### src/rtl/pong_game_ctrl.sv
// pong_game_ctrl: match sequencer for VGA pong (IDLE/SERVE/PLAY/POINT/OVER), scores, ball/paddle gating.
// Optional feature macro PONG_AUTO_SERVE_EN: SERVE auto-launches after AUTO_SERVE_FRAMES frame ticks.
// Ports: clk, rst (sync, active-high); frame_tick, start_btn, serve_btn, miss_left, miss_right in;
//        ball_rst, ball_run, serve_dir_l, paddles_en, score_l[3:0], score_r[3:0], state[2:0],
//        winner_valid, winner_r out (all registered).
module pong_game_ctrl #(
  parameter int WIN_SCORE = 11,
  parameter int POINT_FRAMES = 60
`ifdef PONG_AUTO_SERVE_EN
  , parameter int AUTO_SERVE_FRAMES = 120
`endif
) (
  input  logic       clk,
  input  logic       rst,
  input  logic       frame_tick,
  input  logic       start_btn,
  input  logic       serve_btn,
  input  logic       miss_left,
  input  logic       miss_right,
  output logic       ball_rst,
  output logic       ball_run,
  output logic       serve_dir_l,
  output logic       paddles_en,
  output logic [3:0] score_l,
  output logic [3:0] score_r,
  output logic [2:0] state,
  output logic       winner_valid,
  output logic       winner_r
);
  typedef enum logic [2:0] {IDLE, SERVE, PLAY, POINT, OVER} state_t;
  state_t cur, nxt;
  logic start_q, serve_q, start_e, serve_e, dir_n, brst_n;
  logic [7:0] cnt, cnt_n;
  logic [3:0] sl_n, sr_n;
  assign start_e = start_btn & ~start_q;
  assign serve_e = serve_btn & ~serve_q;
  assign state = cur;
  always_comb begin
    nxt = cur;
    cnt_n = cnt;
    sl_n = score_l;
    sr_n = score_r;
    dir_n = serve_dir_l;
    brst_n = 1'b0;
    if (start_e) begin
      nxt = SERVE;
      cnt_n = '0;
      sl_n = '0;
      sr_n = '0;
      dir_n = 1'b0;
      brst_n = 1'b1;
    end else begin
      case (cur)
        SERVE: begin
`ifdef PONG_AUTO_SERVE_EN
          if (serve_e || (frame_tick && cnt == 8'(AUTO_SERVE_FRAMES - 1))) begin
            nxt = PLAY;
            cnt_n = '0;
          end else if (frame_tick) cnt_n = cnt + 8'd1;
`else
          if (serve_e) nxt = PLAY;
`endif
        end
        PLAY: begin
          if (miss_left || miss_right) nxt = POINT;
          // a simultaneous double miss is treated as a void rally
          if (miss_left && !miss_right) begin
            sr_n = (score_r == 4'(WIN_SCORE)) ? score_r : score_r + 4'd1;
            dir_n = 1'b1;
          end
          if (miss_right && !miss_left) begin
            sl_n = (score_l == 4'(WIN_SCORE)) ? score_l : score_l + 4'd1;
            dir_n = 1'b0;
          end
        end
        POINT: begin
          if (frame_tick && cnt == 8'(POINT_FRAMES - 1)) begin
            cnt_n = '0;
            nxt = (score_l == 4'(WIN_SCORE) || score_r == 4'(WIN_SCORE)) ? OVER : SERVE;
            brst_n = (nxt == SERVE);
          end else if (frame_tick) cnt_n = cnt + 8'd1;
        end
        default: nxt = cur;
      endcase
    end
  end
  always_ff @(posedge clk) begin
    if (rst) begin
      cur <= IDLE;
      start_q <= 1'b1;
      serve_q <= 1'b1;
      cnt <= '0;
      score_l <= '0;
      score_r <= '0;
      serve_dir_l <= 1'b0;
      ball_rst <= 1'b0;
      ball_run <= 1'b0;
      paddles_en <= 1'b0;
      winner_valid <= 1'b0;
      winner_r <= 1'b0;
    end else begin
      cur <= nxt;
      start_q <= start_btn;
      serve_q <= serve_btn;
      cnt <= cnt_n;
      score_l <= sl_n;
      score_r <= sr_n;
      serve_dir_l <= dir_n;
      ball_rst <= brst_n;
      ball_run <= (nxt == PLAY);
      paddles_en <= (nxt inside {SERVE, PLAY, POINT});
      winner_valid <= (nxt == OVER);
      winner_r <= (nxt == OVER) && (sr_n == 4'(WIN_SCORE));
    end
  end
endmodule

### config.mk
export PLATFORM = sky130hd
export DESIGN_NAME = pong_game_ctrl
export DESIGN_NICKNAME = d
export VERILOG_FILES = /design/src/rtl/pong_game_ctrl.sv
export SDC_FILE = /design/constraint.sdc
export NUM_CORES = 1
export LEC_CHECK = 0
export BUFFER_PORTS_ARGS = -buffer_cell sky130_fd_sc_hd__buf_4
export CORE_UTILIZATION = 58
export CTS_BUF_LIST = sky130_fd_sc_hd__clkbuf_4 sky130_fd_sc_hd__clkbuf_8 sky130_fd_sc_hd__clkbuf_16
export DETAILED_ROUTE_END_ITERATION = 16
export PLACE_DENSITY_LB_ADDON = 0.25
export REMOVE_ABC_BUFFERS = 1
export SLEW_MARGIN = 30
export SYNTH_ARGS = -nofsm -noshare
export SYNTH_HDL_FRONTEND = slang
export SYNTH_SLANG_ARGS = --single-unit
### constraint.sdc
create_clock -name clk -period 3.2 [get_ports clk]
set_input_delay 0.64 -clock clk [delete_from_list [all_inputs] [get_ports clk]]
set_output_delay 0.64 -clock clk [all_outputs]
set_load 0.01 [all_outputs]
# After elaboration in Yosys (flattened, before gate mapping)
# Index checks and enable logic that the tools add are counted.
totals:
  register_bits: 27
  inputBits: 7
  out_inout_bits: 17
  wordCells: 64
op_classes:
  addsub: 3
  eq_ne: 12
  muxes: 17
  bitwise: 5
  n_reduce_logical: 15
op_table:
  columns: ["cell", "count"]
  rows:
  - ["4-bit two-way mux", 4]
  - ["8-bit two-way mux", 2]
  - ["3-bit two-way mux", 5]
  - ["3-bit by 2-bit == test with 1-bit output (second input constant)", 4]
  - ["4-bit == test (second input constant)", 3]
  - ["3-bit by 1-bit == test with 1-bit output (second input constant)", 3]
  - ["3-bit case mux with 3 select lines", 1]
  - ["4-bit by 1-bit adder with 4-bit output (second input constant)", 2]
  - ["8-bit by 1-bit adder with 8-bit output (second input constant)", 1]
  - ["8-bit by 6-bit == test with 1-bit output (second input constant)", 1]
  - ["1-bit two-way mux", 5]
  - ["1-bit logical AND", 4]
  - ["2-bit AND reduction", 2]
  - ["2-bit nonzero test", 2]
  - ["3-bit == test (second input constant)", 1]
  - ["1-bit NOT", 3]
  - ["3-bit AND reduction", 1]
  - ["3-bit nonzero test", 1]
  - ["1-bit AND", 2]
  - ["1-bit logical NOT", 2]
  - ["1-bit logical OR", 2]
  - ["2-bit OR reduction", 1]

# Depth between registers and ports, before layout
depth:
  depth_word: 8
  ltp_mapped: 6
  mapped_depth_nobuf: 6

# Least setup slack after synthesis
# OpenSTA, ideal clock, no wires.
synth_path:
  path_kind: "input -> register"
  from: "input port miss_right"
  to: "register winner_r"
  setup_ps: 117
  t_arrival_ps: 1766
  required_ps: 3083
  path_slack_ps: 1317
  path_stages: 6
  path_buffers: 0
  cell_sequence: "inv_1 ha_1 nand4bb_1 o211a_1 o221a_2 and4b_1"
synth_between:
  elab_chain_cells: 7
  word_cells_on_any_way: 12
  classes_between: "2 x eq/ne; 6 x mux; 4 x reduce/logical"
synth_rtl:
  columns: ["element", "line", "source"]
  rows:
  - ["start, declared", "19", "input logic miss_right,"]
  - ["1-bit logical NOT", "67", "if (miss_left && !miss_right) begin"]
  - ["1-bit logical AND", "67", null]
  - ["4-bit two-way mux", "67", null]
  - ["4-bit two-way mux", "53", "case (cur)"]
  - ["4-bit two-way mux", "45", "if (start_e) begin"]
  - ["4-bit == test", "113", "winner_r <= (nxt == OVER) && (sr_n == 4'(WIN_SCORE));"]
  - ["1-bit logical AND (*)", "113", null]
  - ["end signal, assigned", "113", null]
  - ["end, declared", "28", "output logic winner_r"]
# Every way passes the cells marked *; elsewhere a longest branch is shown, timed or not.
# A chain may end at the register's enable or synchronous reset.

# Worst setup path in the final report
layout_path:
  from: "register cnt[0]"
  to: "register ball_run"
layout_between:
  elab_chain_cells: 6
layout_rtl:
  columns: ["element", "line", "source"]
  rows:
  - ["start, declared", "33", "logic [7:0] cnt, cnt_n;"]
  - ["start signal, assigned", "105", "cnt <= cnt_n;"]
  - ["8-bit by 6-bit == test with 1-bit output", "77", "if (frame_tick && cnt == 8'(POINT_FRAMES - 1)) begin"]
  - ["1-bit logical AND", "77", null]
  - ["3-bit two-way mux", "77", null]
  - ["3-bit case mux with 3 select lines", "53", null]
  - ["3-bit two-way mux", "45", null]
  - ["3-bit by 2-bit == test with 1-bit output", "110", "ball_run <= (nxt == PLAY);"]
  - ["end signal, assigned", "110", null]
  - ["end, declared", "21", "output logic ball_run,"]
# Every way passes these cells.

==> flow_metrics.tcl <==
set metrics [dict create \
    outcome "finished, final reports clean" \
    grt_start_max_net_pins 16 \
    wl_per_cell_um 14.2 \
    power_leakage_nw 0.637 \
    syn-mean-instance-area_um2 9.07 \
    postCtsSetupRepairBufs 0 \
    clock_path_buffers 2 \
    clock.fmax_mhz 526 \
    routed_wl_mm 2.79 \
    place_area_mm2 0.00152 \
    synth_edf_count 0 \
    design.core.area_mm2 0.00206 \
    post-route-util_pct 75.2 \
    path_cells "ha_1 > nand4_1 > nor2_1 > a2111oi_0 > and3_1" \
    syn2layout_area_growth_pct 16.2 \
    finalHoldViolCount 0 \
    fill_cells 170 \
    crit_type "reg2reg" \
    htree_levels 1 \
    vdd_drop_max_uv 304 \
    cp_slowest_cell "a2111oi_0" \
    num_antenna_cells 0 \
    first_pass_iters 4 \
    finalCritPeriodShare_pct 59.4 \
    nets 184 \
    fin_tns_setup_ps 0 \
    antenna_found_initial 0 \
    cp.arrival_ps 2170 \
    cts_hold_buf 0 \
    crit_path_end_kind "register" \
    clock_sinks 27 \
    design_area_mm2 0.00155 \
    crit_fanout 5 \
    cts_root_buffer "clkbuf_4" \
    die_h_um 50.0 \
    cts_made_buffers 3 \
    netlist-cell-type-count 45 \
    cts_tree "done" \
    fin_crit_ps 1900 \
    gp_congestion 0.803 \
    slew_headroom_pct 51.4 \
    drtIter0Drc 14 \
    timing.final.ws_setup_ps 1300 \
    pre_cts_slack_ps 1050 \
    drc 0 \
    num_vias 1170 \
    setup_viol 0 \
    power.density_mw_per_mm2 336 \
    insertion_delay_ps 320 \
    skew_ps 1.36 \
    finalMaxSlewViolations 0 \
    drv_cap 0 \
    pin_count 24 \
    dp_hpwl_mm 2.14 \
    ctsResizeCount 0 \
    ys_seq_area_share_pct 40.5 \
    grt_pass1_wl_mm 4.71 \
    die-area_mm2 0.00250 \
    overflow 0 \
    placementRows 16 \
    grt_setup_unrepaired "false" \
    post_layout_nonfiller_instances 197 \
    hold_class "reg2reg" \
    ys_ff_latch 27 \
    grt_pass1_vias 1086 \
    via_per_inst 5.94 \
    drive_gt1_share_pct 20.0 \
    ant_nets 0 \
    clk_pin_slew_worst_paths_ps 140 \
    start_util_pct 64.7 \
    critPathLaunchType "register" \
    tightest_slew_ps 710 \
    synthCells 147 \
    required_ps 3470 \
    synth_area_mm2 0.00133 \
    cpPeakStageDelay_ps 680 \
    port-buffer-count 23 \
    synth_flop_cell "dfxtp_1" \
    dp_cells 193 \
    grt_usage_pct 24.5 \
    async_reset_ff_share_pct 0 \
    ys.warnings.count 0 \
    fp.dieW_um 50.0 \
]
-- layout make-up --
| cell class | instances | area [um2] | share of cell area, % |
|---|---|---|---|
| Clock buffer | 3 | 22.5 | 1.45 |
| Sequential cell | 27 | 541 | 34.9 |
| Clock inverter | 1 | 5.00 | 0.323 |
| Inverter | 9 | 33.8 | 2.18 |
| Timing Repair Buffer | 23 | 173 | 11.1 |
| Multi-Input combinational cell | 107 | 742 | 47.9 |
| Tap cell | 27 | 33.8 | 2.18 |
-- critical path: cells and delay by family (launching register included) --
kind	cells	cell delay (ps)
AO/OA/AOI/OAI	1	680
adder cells (fa/ha/maj)	1	230
flip-flops	1	360
AND/OR/NAND/NOR	3	580
-- power breakdown --
group	leakage, nW	total (mW)	internal (mW)	switching, mW
sequential	0.218	0.343	0.340	0.00301
clock	0.0177	0.143	0.0468	0.0962
combinational	0.401	0.0359	0.0171	0.0187
-- routing by layer --
layer	global-route usage [%]	share of wire [%]	wire [um]
met5	0	0	0
met4	9.52	1.7	47
met3	3.09	4.2	117
met2	42.6	50	1390
met1	30.2	44	1240
-- through the flow --
| stage | power [mW] | hold WS, ps |
|---|---|---|
| floorplan | 0.369 | 453 |
| global route | 0.547 | 482 |
| global placement | 0.385 | 461 |
| detailed placement | 0.386 | 475 |
| finish | 0.521 | 498 |
| CTS | 0.528 | 494 |
-- cell usage after synthesis (all sizes together) (2+ instances only) --
cell type / instances / area, um2
dfxtp: 27 / 541
nor2: 18 / 67.6
a21oi: 9 / 45.0
inv: 9 / 33.8
nand2: 8 / 30.0
ha: 6 / 75.1
nand3: 6 / 30.0
xor2: 6 / 52.6
nand4: 4 / 25.0
or3: 4 / 25.0
o21ai: 3 / 15.0
xnor2: 3 / 26.3
and3: 2 / 12.5
and4b: 2 / 20.0
buf: 2 / 10.0
clkbuf: 2 / 7.51
mux2i: 2 / 20.0
nand2b: 2 / 12.5
nand3b: 2 / 15.0
nor2b: 2 / 12.5
nor3: 2 / 10.0
nor3b: 2 / 20.0
nor4: 2 / 12.5
o221a: 2 / 31.3
or2: 2 / 12.5
-- final timing paths --
check,slack [ps],cells after the start,start,to
worst max-delay path,1300,5,cnt[0],ball_run
worst min-delay path,500,2,cnt[1],cnt[1]
worst max register to register,1300,5,cnt[0],ball_run
worst min register to register,500,2,cnt[1],cnt[1]
-- cell usage in the layout (no fill, tap or decap), types with 3 or more instances in the layout --
cell type,instances
nor2_1,18
nand4_1,4
or3_1,4
xor2_1,6
a21oi_1,9
nand3_1,6
ha_1,6
xnor2_1,3
inv_1,9
dfxtp_1,27
clkbuf_4,3
buf_4,23
o21ai_0,3
nand2_1,8
-- state kept, by name (all words and copies together) (netlist names) --
name and flops:
cnt 8, score_l 4, score_r 4, state 3, ball_rst 1, ball_run 1
paddles_en 1, serve_dir_l 1, serve_q 1, start_q 1, winner_r 1, winner_valid 1
-- cell families (layout without fill, tap and decap cells) --
kind of cell	after synthesis	count (layout)	share of synthesized area, %
DFF	27	27	40.5
xor gates and xnor gates	9	9	5.91
muxes	2	2	1.50
AOI/OAI and AO/OA	25	25	14.8
and+or+nand+nor	65	65	27.8
buffers and inverters	13	36	3.85
adders and majority gates	6	6	5.63
Note: power is estimated with default switching activity, not from simulation.
